`src/rtl/fir_serial_mac.sv`:
```
// Time-multiplexed FIR: one multiplier-accumulator reused over NTAPS cycles per sample.
// Full-precision output; define FIR_DROP_CNT_EN to add the o_drop_cnt overrun counter.

module fir_serial_mac #(
   parameter int unsigned NTAPS  = 8,
   parameter int unsigned NB_X   = 8,
   parameter int unsigned NB_C   = 8,
   parameter int unsigned NB_ACC = NB_X + NB_C + $clog2(NTAPS)
) (
   input  logic                     clk,
   input  logic                     i_reset,
   input  logic                     i_valid,
   input  logic [NB_X-1:0]          i_data,
   output logic                     o_ready,
   input  logic                     i_coef_we,
   input  logic [$clog2(NTAPS)-1:0] i_coef_addr,
   input  logic [NB_C-1:0]          i_coef_data,
   output logic                     o_valid,
   output logic [NB_ACC-1:0]        o_data
`ifdef FIR_DROP_CNT_EN
   ,
   output logic [15:0]              o_drop_cnt
`endif
);

   localparam int unsigned NB_CNT  = $clog2(NTAPS);
   localparam int unsigned NB_PROD = NB_X + NB_C;
   localparam logic [NB_CNT-1:0] CNT_LAST = NB_CNT'(NTAPS - 1);

   typedef enum logic [1:0] {StIdle, StMac, StDone} state_e;

   state_e                    state_q, state_d;
   logic [NB_CNT-1:0]         cnt_q, cnt_d;
   logic signed [NB_ACC-1:0]  acc_q, acc_d;
   logic signed [NB_X-1:0]    x_q [NTAPS];
   logic signed [NB_X-1:0]    x_d [NTAPS];
   logic signed [NB_C-1:0]    c_q [NTAPS];
   logic signed [NB_C-1:0]    c_d [NTAPS];
   logic                      o_valid_q, o_valid_d;
   logic [NB_ACC-1:0]         o_data_q, o_data_d;

   logic signed [NB_PROD-1:0] prod;
   logic signed [NB_ACC-1:0]  prod_ext;

   // Size casts of signed operands sign-extend, so the product is exact in NB_PROD bits.
   always_comb begin
      prod     = NB_PROD'(x_q[cnt_q]) * NB_PROD'(c_q[cnt_q]);
      prod_ext = NB_ACC'(prod);
   end

   always_comb begin
      state_d   = state_q;
      cnt_d     = cnt_q;
      acc_d     = acc_q;
      x_d       = x_q;
      c_d       = c_q;
      o_valid_d = 1'b0;
      o_data_d  = o_data_q;
      o_ready   = 1'b0;
      unique case (state_q)
         StIdle: begin
            o_ready = 1'b1;
            // Coefficients only change here, so a computation always sees a stable set.
            if (i_coef_we) begin
               c_d[i_coef_addr] = i_coef_data;
            end
            if (i_valid) begin
               x_d[0] = i_data;
               for (int unsigned k = 1; k < NTAPS; k++) begin
                  x_d[k] = x_q[k-1];
               end
               acc_d   = '0;
               cnt_d   = '0;
               state_d = StMac;
            end
         end
         StMac: begin
            acc_d = acc_q + prod_ext;
            cnt_d = cnt_q + NB_CNT'(1);
            if (cnt_q == CNT_LAST) begin
               state_d = StDone;
            end
         end
         StDone: begin
            o_data_d  = acc_q;
            o_valid_d = 1'b1;
            state_d   = StIdle;
         end
         default: begin
            state_d = StIdle;
         end
      endcase
   end

   always_ff @(posedge clk) begin
      if (i_reset) begin
         state_q   <= StIdle;
         cnt_q     <= '0;
         acc_q     <= '0;
         o_valid_q <= 1'b0;
         o_data_q  <= '0;
         for (int unsigned k = 0; k < NTAPS; k++) begin
            x_q[k] <= '0;
            c_q[k] <= '0;
         end
      end else begin
         state_q   <= state_d;
         cnt_q     <= cnt_d;
         acc_q     <= acc_d;
         o_valid_q <= o_valid_d;
         o_data_q  <= o_data_d;
         x_q       <= x_d;
         c_q       <= c_d;
      end
   end

   assign o_valid = o_valid_q;
   assign o_data  = o_data_q;

`ifdef FIR_DROP_CNT_EN
   logic [15:0] drop_cnt_q, drop_cnt_d;

   // Saturating count of samples offered while busy.
   always_comb begin
      drop_cnt_d = drop_cnt_q;
      if (i_valid && !o_ready && (drop_cnt_q != 16'hFFFF)) begin
         drop_cnt_d = drop_cnt_q + 16'd1;
      end
   end

   always_ff @(posedge clk) begin
      if (i_reset) begin
         drop_cnt_q <= '0;
      end else begin
         drop_cnt_q <= drop_cnt_d;
      end
   end

   assign o_drop_cnt = drop_cnt_q;
`endif

endmodule
```
`config.mk`:
```
export PLATFORM = sky130hd
export DESIGN_NAME = fir_serial_mac
export DESIGN_NICKNAME = d
export VERILOG_FILES = /design/src/rtl/fir_serial_mac.sv
export SDC_FILE = /design/constraint.sdc
export NUM_CORES = 1
export LEC_CHECK = 0
export CAP_MARGIN = 20
export CELL_PAD_IN_SITES_DETAIL_PLACEMENT = 1
export CELL_PAD_IN_SITES_GLOBAL_PLACEMENT = 1
export CORE_MARGIN = 4
export CORE_UTILIZATION = 44
export DETAILED_ROUTE_END_ITERATION = 10
export PLACE_DENSITY_LB_ADDON = 0.1
export SLEW_MARGIN = 20
export SYNTH_ARGS = -nofsm -noshare
export SYNTH_HDL_FRONTEND = slang
export SYNTH_SLANG_ARGS = --single-unit
export TNS_END_PERCENT = 10
```
`constraint.sdc`:
```
create_clock -name clk -period 5.34 [get_ports clk]
set_clock_uncertainty 0.05 [all_clocks]
set_input_delay 1.068 -clock clk [delete_from_list [all_inputs] [get_ports clk]]
set_output_delay 1.068 -clock clk [all_outputs]
set_load 0.01 [all_outputs]
```
==> flow_results.xml, run 1 <==
<?xml version="1.0" encoding="UTF-8"?>
<metrics>
  <group name="status">
    <metric name="run_status" unit="">finished, violations left</metric>
    <metric name="violations_in_the_final_reports" unit="">negative setup slack</metric>
  </group>
  <group name="synth">
    <metric name="share_of_the_yosys_chip_area_belonging_to_registers" unit="">0.325</metric>
    <metric name="synthesis.instances" unit="">1133</metric>
    <metric name="postSynthRegisterBits" unit="">172</metric>
    <metric name="synth_nets" unit="">1286</metric>
    <metric name="synthesis.area" unit="µm²">10600</metric>
    <metric name="async_reset_ff_frac" unit="">0</metric>
    <metric name="yosysWarningCount" unit="">0</metric>
    <metric name="synth_area_per_cell" unit="µm²">9.34</metric>
    <metric name="synth-main-ff-cell" unit="">dfxtp_1</metric>
    <metric name="number_of_synthesized_flops_with_an_enable_pin" unit="">0</metric>
    <metric name="post_synth_num_cell_types" unit="">48</metric>
  </group>
  <group name="global_route">
    <metric name="combined_global_route_utilization_of_all_metal_layers" unit="">0.224</metric>
    <metric name="grt_start_max_net_pins" unit="">104</metric>
    <metric name="grt-ovfl-total" unit="">0</metric>
    <metric name="first_pass_grt_wire_length" unit="mm">47.1</metric>
    <metric name="first_global_vias" unit="">8817</metric>
    <metric name="antenna_found_initial" unit="">0</metric>
  </group>
  <group name="detailed_routing">
    <metric name="number_of_remaining_drc_errors" unit="">0</metric>
    <metric name="drt-initial-drc-count" unit="">479</metric>
    <metric name="finalWirelength" unit="mm">28.6</metric>
    <metric name="vias_per_cell" unit="">5.25</metric>
    <metric name="detailroute.via_count" unit="">8171</metric>
    <metric name="ant_nets" unit="">0</metric>
    <metric name="dr_pass1_iterations" unit="">5</metric>
    <metric name="drt-wirelength-per-cell" unit="µm">18.4</metric>
  </group>
  <group name="timing">
    <metric name="number_of_pins_exceeding_their_max_slew_limit_in_the_final_report" unit="">0</metric>
    <metric name="worst_pin_slew" unit="ns">1.12</metric>
    <metric name="grt_setup_unrepaired" unit="">yes</metric>
    <metric name="worst_slew_slack_as_a_fraction_of_its_limit" unit="">0.253</metric>
    <metric name="setup_viol" unit="">11</metric>
    <metric name="timing.hold.ws" unit="ns">0.408</metric>
    <metric name="min_period" unit="ns">5.78</metric>
    <metric name="hold_violations" unit="">0</metric>
    <metric name="timing.final.ws_setup" unit="ns">-0.440</metric>
    <metric name="max_freq" unit="MHz">173</metric>
    <metric name="timing.final.crit_share" unit="">1.08</metric>
  </group>
  <group name="hold_path">
    <metric name="whs_endpoint" unit="">x_q[0]</metric>
    <metric name="worstHoldStart" unit="">x_q[0]</metric>
    <metric name="hp-class" unit="">flip-flop to flip-flop</metric>
    <metric name="min_delay_path_depth" unit="">2</metric>
  </group>
  <group name="cells_and_area">
    <metric name="areaGrowthSynthToFinish" unit="%">19.7</metric>
    <metric name="final_cells" unit="">1557</metric>
    <metric name="num-nets-final" unit="">1378</metric>
    <metric name="antenna_cells" unit="">0</metric>
    <metric name="fillers" unit="">2649</metric>
    <metric name="final_cell_area" unit="µm²">12700</metric>
    <metric name="finalCoreUtilization" unit="">0.538</metric>
    <metric name="fraction_of_final_layout_cells_with_drive_strength_greater_than_1" unit="">0.172</metric>
  </group>
  <group name="setup_path">
    <metric name="critical_path.max_stage_delay" unit="ns">0.54</metric>
    <metric name="crit_path_frequent_cell" unit="">fa_1</metric>
    <metric name="worstSetupPathType" unit="">flip-flop to flip-flop</metric>
    <metric name="critical_path.reg2reg.startpoint" unit="">cnt_q[0]</metric>
    <metric name="timing.critical_path.slowest_stage_cell" unit="">fa_1</metric>
    <metric name="startpoint_type" unit="">flip-flop</metric>
    <metric name="worst_reg_to_reg_setup_slack" unit="ns">-0.44</metric>
    <metric name="arrival" unit="ns">6.11</metric>
    <metric name="worstPathCellList" unit="">bufbuf_16, mux4_2, mux2i_4, buf_12, nor2_1, fa_1, inv_1, fa_1, inv_1, fa_1, fa_1, fa_1, ha_4, o21ai_2, o21a_1, buf_4, o2111a_1, or3_1, mux2i_1, a21o_1</metric>
    <metric name="reg2regPathDepth" unit="">20</metric>
    <metric name="r2r_end" unit="">acc_q[18]</metric>
    <metric name="worstPathRequired" unit="ns">5.67</metric>
    <metric name="critical_path.max_fanout" unit="">7</metric>
    <metric name="setup.worst_path.end_class" unit="">flip-flop</metric>
  </group>
  <group name="clocking">
    <metric name="clockBufferDepth" unit="">2</metric>
    <metric name="cts_inserted_buffers" unit="">17</metric>
    <metric name="root_buffer" unit="">clkbuf_16</metric>
    <metric name="path_clk_slew" unit="ns">0.08</metric>
    <metric name="cts_num_sinks" unit="">172</metric>
    <metric name="clock_latency" unit="ns">0.44</metric>
    <metric name="postCtsHoldBufs" unit="">0</metric>
    <metric name="cts.htree.levels" unit="">4</metric>
    <metric name="tritoncts_clock_tree" unit="">done</metric>
  </group>
  <group name="floorplanning">
    <metric name="coreArea" unit="µm²">23500</metric>
    <metric name="die_area" unit="µm²">26600</metric>
    <metric name="ioPinCount" unit="">44</metric>
    <metric name="rows" unit="">56</metric>
    <metric name="die_w" unit="µm">163</metric>
    <metric name="initial_core_util" unit="">0.449</metric>
    <metric name="die_y" unit="µm">163</metric>
  </group>
  <group name="placed_design">
    <metric name="cell_total_after_placement" unit="">1517</metric>
    <metric name="detailed_place_hpwl" unit="mm">20.1</metric>
    <metric name="globalplace.congestion" unit="">0.830</metric>
    <metric name="post_dp_cell_area" unit="µm²">11900</metric>
    <metric name="io_buffer_count" unit="">43</metric>
  </group>
  <group name="flow_run">
    <metric name="cap_violations" unit="">0</metric>
  </group>
  <group name="pwr">
    <metric name="p_per_area" unit="nW/µm²">229</metric>
    <metric name="total_leakage_power" unit="nW">5.27</metric>
    <metric name="vdd.ir_drop.worst" unit="V">0.000188</metric>
  </group>
</metrics>
## timing repair
item,CTS,global route
gates cloned,1,0
pin swaps,6,1
buffers inserted,6,0
endpoints found under the setup margin,11,12
gates resized for setup,11,10
hold endpoints to repair,0,0
## layout make-up
class / count / area (µm²) / area share
sequential: 172 / 3450 / 0.272
clock buffer: 18 / 429 / 0.0339
clock inverter: 14 / 171 / 0.0135
multi-input combinational: 799 / 6580 / 0.519
tap: 319 / 399 / 0.0315
timing repair buffer: 138 / 1270 / 0.100
inverter: 97 / 372 / 0.0293
## registers in the layout, summed over array words and instances, names as in the netlist
| signal | flops |
|---|---|
| acc_q | 19 |
| o_data | 19 |
| cnt_q | 3 |
| state_q | 2 |
| x_q | 64 |
| c_q | 64 |
| o_valid | 1 |
## report_power, final
part / total [mW] / internal [mW] / switching, mW
Combinational: 0.314 / 0.129 / 0.185
Clock: 1.27 / 0.633 / 0.633
Sequential: 1.32 / 1.30 / 0.0158
## per-layer routing
layer | wire (µm) | up-vias | track usage
met2 | 14100 | 99 | 0.381
met5 | 0 | - | 0
met1 | 13500 | 4137 | 0.304
met3 | 714 | 26 | 0.0346
met4 | 368 | 0 | 0.0522
li1 | - | 3909 | -
## how the worst max path moves through the flow
| stage | end | from | slack, ns |
|---|---|---|---|
| after floorplan | acc_q[18] | cnt_q[0] | -0.08 |
| after global placement | acc_q[15] | cnt_q[0] | -0.32 |
| after detailed placement | acc_q[16] | cnt_q[0] | -0.49 |
| after CTS | acc_q[18] | cnt_q[0] | -0.44 |
| after global routing | acc_q[18] | cnt_q[0] | -0.61 |
| final | acc_q[18] | cnt_q[0] | -0.44 |
## cell usage after synthesis (2+ instances only)
cell type  instances  area (µm²)
and2_1             3        18.8
o21ai_0           10        50.1
or2_1              4        25.0
dfxtp_1          172        3440
mux2i_4           12         270
buf_12             2        40.0
buf_4              2        15.0
nand2b_1          16         100
mux2i_1           43         430
inv_2              4        15.0
a31oi_1            3        18.8
inv_1             90         338
and3_1             3        18.8
nor2_2             3        18.8
fa_1              84        1680
a211oi_1           5        37.5
clkinv_2           3        15.0
nand3_1           40         200
a21oi_1          126         631
clkbuf_1          43         161
nor3b_1            3        22.5
o21a_1             3        22.5
buf_2             11        55.1
nor2_1            86         323
buf_6              3        33.8
o21bai_1           5        37.5
ha_1              46         576
o21ai_1            3        15.0
nor2b_1           10        62.6
nand2_1          220         826
xnor2_1           11        96.3
buf_1              4        15.0
xor2_1             4        35.0
a21o_1             5        37.5
mux2_4             4        60.1
mux4_2            32         721
nor3_1             4        20.0
## worst max-delay path, delay by kind of cell (launching register included)
kind,cells,cell delay [ns]
compound gates,4,0.60
mux,3,0.86
buf+inv,5,0.69
simple gates,2,0.35
fa+ha+maj,6,2.73
flops,1,0.41
## kinds of logic (layout without fill, tap and decap cells)
| logic type | after synthesis | in the layout | share of synthesized area |
|---|---|---|---|
| AND/OR/NAND/NOR | 395 | 395 | 0.156 |
| flip-flops | 172 | 172 | 0.325 |
| AO/OA/AOI/OAI | 168 | 168 | 0.0873 |
| buffers and inverters | 162 | 267 | 0.0650 |
| adder cells (fa/ha/maj) | 130 | 130 | 0.213 |
| multiplexers | 91 | 91 | 0.140 |
| XOR/XNOR | 15 | 15 | 0.0124 |
## metrics by stage
step	worst slack [ns]	power (mW)	TNS (ns)
2_1_floorplan	-0.0800	1.53	-0.305
3_3_place_gp	-0.325	1.64	-1.94
3_5_place_dp	-0.491	1.65	-3.02
4_1_cts	-0.440	2.92	-2.77
5_1_grt	-0.607	3.01	-4.83
6_report	-0.440	2.90	-2.59
## cells in the final DEF (no fill, tap or decap), drive strengths merged, types with 16 or more instances in the layout
master and instances:
nand2 220, dfxtp 172, a21oi 126, inv 100, buf 95, nor2 89, fa 84, mux2i 55
ha 46, clkdlybuf4s50 42, nand3 40, mux4 32, clkbuf 18, nand2b 16
Note: power is estimated with default switching activity, not from simulation.
==> inputs of run 2 (changes only) <==
--- a/config.mk
+++ b/config.mk
@@ -11,8 +11,7 @@
 export CORE_MARGIN = 4
 export CORE_UTILIZATION = 44
 export DETAILED_ROUTE_END_ITERATION = 10
-export PLACE_DENSITY_LB_ADDON = 0.1
-export SLEW_MARGIN = 20
+export PLACE_DENSITY = 0.86
 export SYNTH_ARGS = -nofsm -noshare
 export SYNTH_HDL_FRONTEND = slang
 export SYNTH_SLANG_ARGS = --single-unit
==> flow_results.xml, run 2 (synthesis gave the netlist of run 1 again) <==
<?xml version="1.0" encoding="UTF-8"?>
<metrics>
  <group name="detailed_routing">
    <metric name="drt-wirelength-per-cell" unit="µm">25.5</metric>
    <metric name="drt-initial-drc-count" unit="">762</metric>
    <metric name="vias_per_cell" unit="">5.84</metric>
    <metric name="number_of_remaining_drc_errors" unit="">0</metric>
    <metric name="ant_nets" unit="">0</metric>
    <metric name="finalWirelength" unit="mm">40.0</metric>
    <metric name="dr_pass1_iterations" unit="">7</metric>
    <metric name="detailroute.via_count" unit="">9164</metric>
  </group>
  <group name="floorplanning">
    <metric name="coreArea" unit="µm²">23500</metric>
    <metric name="die_w" unit="µm">163</metric>
    <metric name="initial_core_util" unit="">0.449</metric>
    <metric name="die_y" unit="µm">163</metric>
    <metric name="die_area" unit="µm²">26600</metric>
    <metric name="ioPinCount" unit="">44</metric>
    <metric name="rows" unit="">56</metric>
  </group>
  <group name="pwr">
    <metric name="total_leakage_power" unit="nW">5.28</metric>
    <metric name="p_per_area" unit="nW/µm²">225</metric>
    <metric name="vdd.ir_drop.worst" unit="V">0.000182</metric>
    <metric name="totalPowerFinal" unit="mW">2.90</metric>
  </group>
  <group name="clocking">
    <metric name="cts.htree.levels" unit="">4</metric>
    <metric name="postCtsHoldBufs" unit="">0</metric>
    <metric name="tritoncts_clock_tree" unit="">done</metric>
    <metric name="path_clk_slew" unit="ns">0.07</metric>
    <metric name="cts_inserted_buffers" unit="">17</metric>
    <metric name="cts_num_sinks" unit="">172</metric>
    <metric name="clock_latency" unit="ns">0.45</metric>
    <metric name="clockBufferDepth" unit="">2</metric>
    <metric name="root_buffer" unit="">clkbuf_16</metric>
  </group>
  <group name="cells_and_area">
    <metric name="num-nets-final" unit="">1390</metric>
    <metric name="final_cell_area" unit="µm²">12900</metric>
    <metric name="reg_top3" unit="">c_q: 64 flops, x_q: 64 flops</metric>
    <metric name="multi_input_area" unit="µm²">6760</metric>
    <metric name="layout.cells.most_common_list" unit="">nand2_1 (219), dfxtp_1 (170), a21oi_1 (121)</metric>
    <metric name="final_cells" unit="">1569</metric>
    <metric name="final_common_cell" unit="">nand2_1</metric>
    <metric name="fraction_of_final_layout_cells_with_drive_strength_greater_than_1" unit="">0.199</metric>
    <metric name="areaGrowthSynthToFinish" unit="%">21.9</metric>
    <metric name="antenna_cells" unit="">0</metric>
    <metric name="ff_latch_area" unit="µm²">3450</metric>
    <metric name="fillers" unit="">2655</metric>
  </group>
  <group name="global_route">
    <metric name="combined_global_route_utilization_of_all_metal_layers" unit="">0.288</metric>
    <metric name="first_pass_grt_wire_length" unit="mm">58.2</metric>
    <metric name="grt-ovfl-total" unit="">0</metric>
    <metric name="antenna_found_initial" unit="">0</metric>
    <metric name="first_global_vias" unit="">10100</metric>
    <metric name="grt_start_max_net_pins" unit="">93</metric>
  </group>
  <group name="setup_path">
    <metric name="startpoint_type" unit="">flip-flop</metric>
    <metric name="critical_path.max_fanout" unit="">7</metric>
    <metric name="worst_reg_to_reg_setup_slack" unit="ns">-0.80</metric>
    <metric name="arrival" unit="ns">6.49</metric>
    <metric name="worstPathRequired" unit="ns">5.69</metric>
    <metric name="critical_path.max_stage_delay" unit="ns">0.74</metric>
    <metric name="worstPathCellList" unit="">buf_12, buf_4, mux4_2, mux2i_4, buf_6, nor2_2, fa_2, fa_2, fa_1, fa_2, ha_4, ha_4, o21a_1, o2111ai_2, o2111a_1, or3_1, mux2i_1, a21o_1</metric>
    <metric name="timing.critical_path.slowest_stage_cell" unit="">fa_1</metric>
    <metric name="setup.worst_path.end_class" unit="">flip-flop</metric>
    <metric name="crit_path_frequent_cell" unit="">fa_2</metric>
    <metric name="worstSetupPathType" unit="">flip-flop to flip-flop</metric>
  </group>
  <group name="timing">
    <metric name="min_period" unit="ns">6.14</metric>
    <metric name="worst_slew_slack_as_a_fraction_of_its_limit" unit="">0.261</metric>
    <metric name="timing.final.ws_setup" unit="ns">-0.800</metric>
    <metric name="setup_viol" unit="">12</metric>
    <metric name="max_freq" unit="MHz">163</metric>
    <metric name="timing.final.crit_share" unit="">1.15</metric>
    <metric name="hold_violations" unit="">0</metric>
    <metric name="worst_pin_slew" unit="ns">1.10</metric>
    <metric name="grt_setup_unrepaired" unit="">yes</metric>
    <metric name="number_of_pins_exceeding_their_max_slew_limit_in_the_final_report" unit="">0</metric>
  </group>
  <group name="status">
    <metric name="violations_in_the_final_reports" unit="">negative setup slack</metric>
    <metric name="run_status" unit="">finished, violations left</metric>
  </group>
  <group name="placed_design">
    <metric name="cell_total_after_placement" unit="">1515</metric>
    <metric name="detailed_place_hpwl" unit="mm">22.9</metric>
    <metric name="globalplace.congestion" unit="">0.884</metric>
    <metric name="io_buffer_count" unit="">43</metric>
    <metric name="post_dp_cell_area" unit="µm²">11900</metric>
  </group>
  <group name="flow_run">
    <metric name="cap_violations" unit="">0</metric>
  </group>
  <group name="hold_path">
    <metric name="hp-class" unit="">flip-flop to flip-flop</metric>
  </group>
</metrics>
==> run 2: cell count changes in the layout (fill, tap and decap cells not counted), sizes merged <==
cell | previous run | this run
bufbuf | 1 | 0
inv | 100 | 97
clkinvlp | 1 | 2
clkbuf | 18 | 20
clkinv | 10 | 9
buf | 95 | 108
bufinv | 0 | 1
==> run 2: final cells by class <==
| type | instances | area share |
|---|---|---|
| flip-flops and latches | 172 | 0.267 |
| multi-input cells | 799 | 0.524 |
| clock inverters | 12 | 0.00892 |
| clock buffers | 20 | 0.0339 |
| inverters | 97 | 0.0288 |
| repair buffers | 150 | 0.106 |
| well taps | 319 | 0.0309 |
==> run 2: through the flow <==
step | TNS [ns] | setup slack (ns) | hold WS (ns) | utilization
global route | -8.36 | -0.872 | 0.420 | 0.548
CTS | -3.34 | -0.435 | 0.407 | 0.540
floorplan | -0.305 | -0.0800 | 0.382 | -
finish | -6.84 | -0.800 | 0.403 | 0.548
global placement | -0.942 | -0.202 | 0.388 | 0.504
detailed placement | -3.47 | -0.450 | 0.398 | 0.504
==> run 2: path summary, 6_finish.rpt <==
| path | startpoint | end | depth (start not counted) |
|---|---|---|---|
| setup / recovery | cnt_q[0] | acc_q[18] | 18 |
| hold / removal | o_data[7] | o_data[7] | 2 |
| setup reg to reg | cnt_q[0] | acc_q[18] | 18 |
| hold reg to reg | o_data[7] | o_data[7] | 2 |
==> run 2: timing repair <==
item,in CTS,in global routing
pin swaps,17,17
buffers inserted,12,7
setup endpoints to repair,12,13
resized for setup,35,24
cloned,1,0
==> run 2: worst max-delay path, delay by kind of cell (launching register included) <==
kind	cells	cell delay, ns
buffers and inverters	3	0.46
adders and majority gates	6	3.05
DFF	1	0.43
AOI/OAI and AO/OA	4	0.79
muxes	3	0.89
and+or+nand+nor	2	0.39
==> run 2: metal layers <==
layer	GRT usage	wire, µm	up-vias
met5	0	0	-
met4	0.183	3190	0
met3	0.0641	2470	200
met2	0.503	19700	420
met1	0.315	14600	4615
li1	-	-	3929
==> run 2: report_power, final <==
part / internal [mW] / switching (mW)
Combinational: 0.147 / 0.213
Sequential: 1.30 / 0.0184
Clock: 0.648 / 0.574
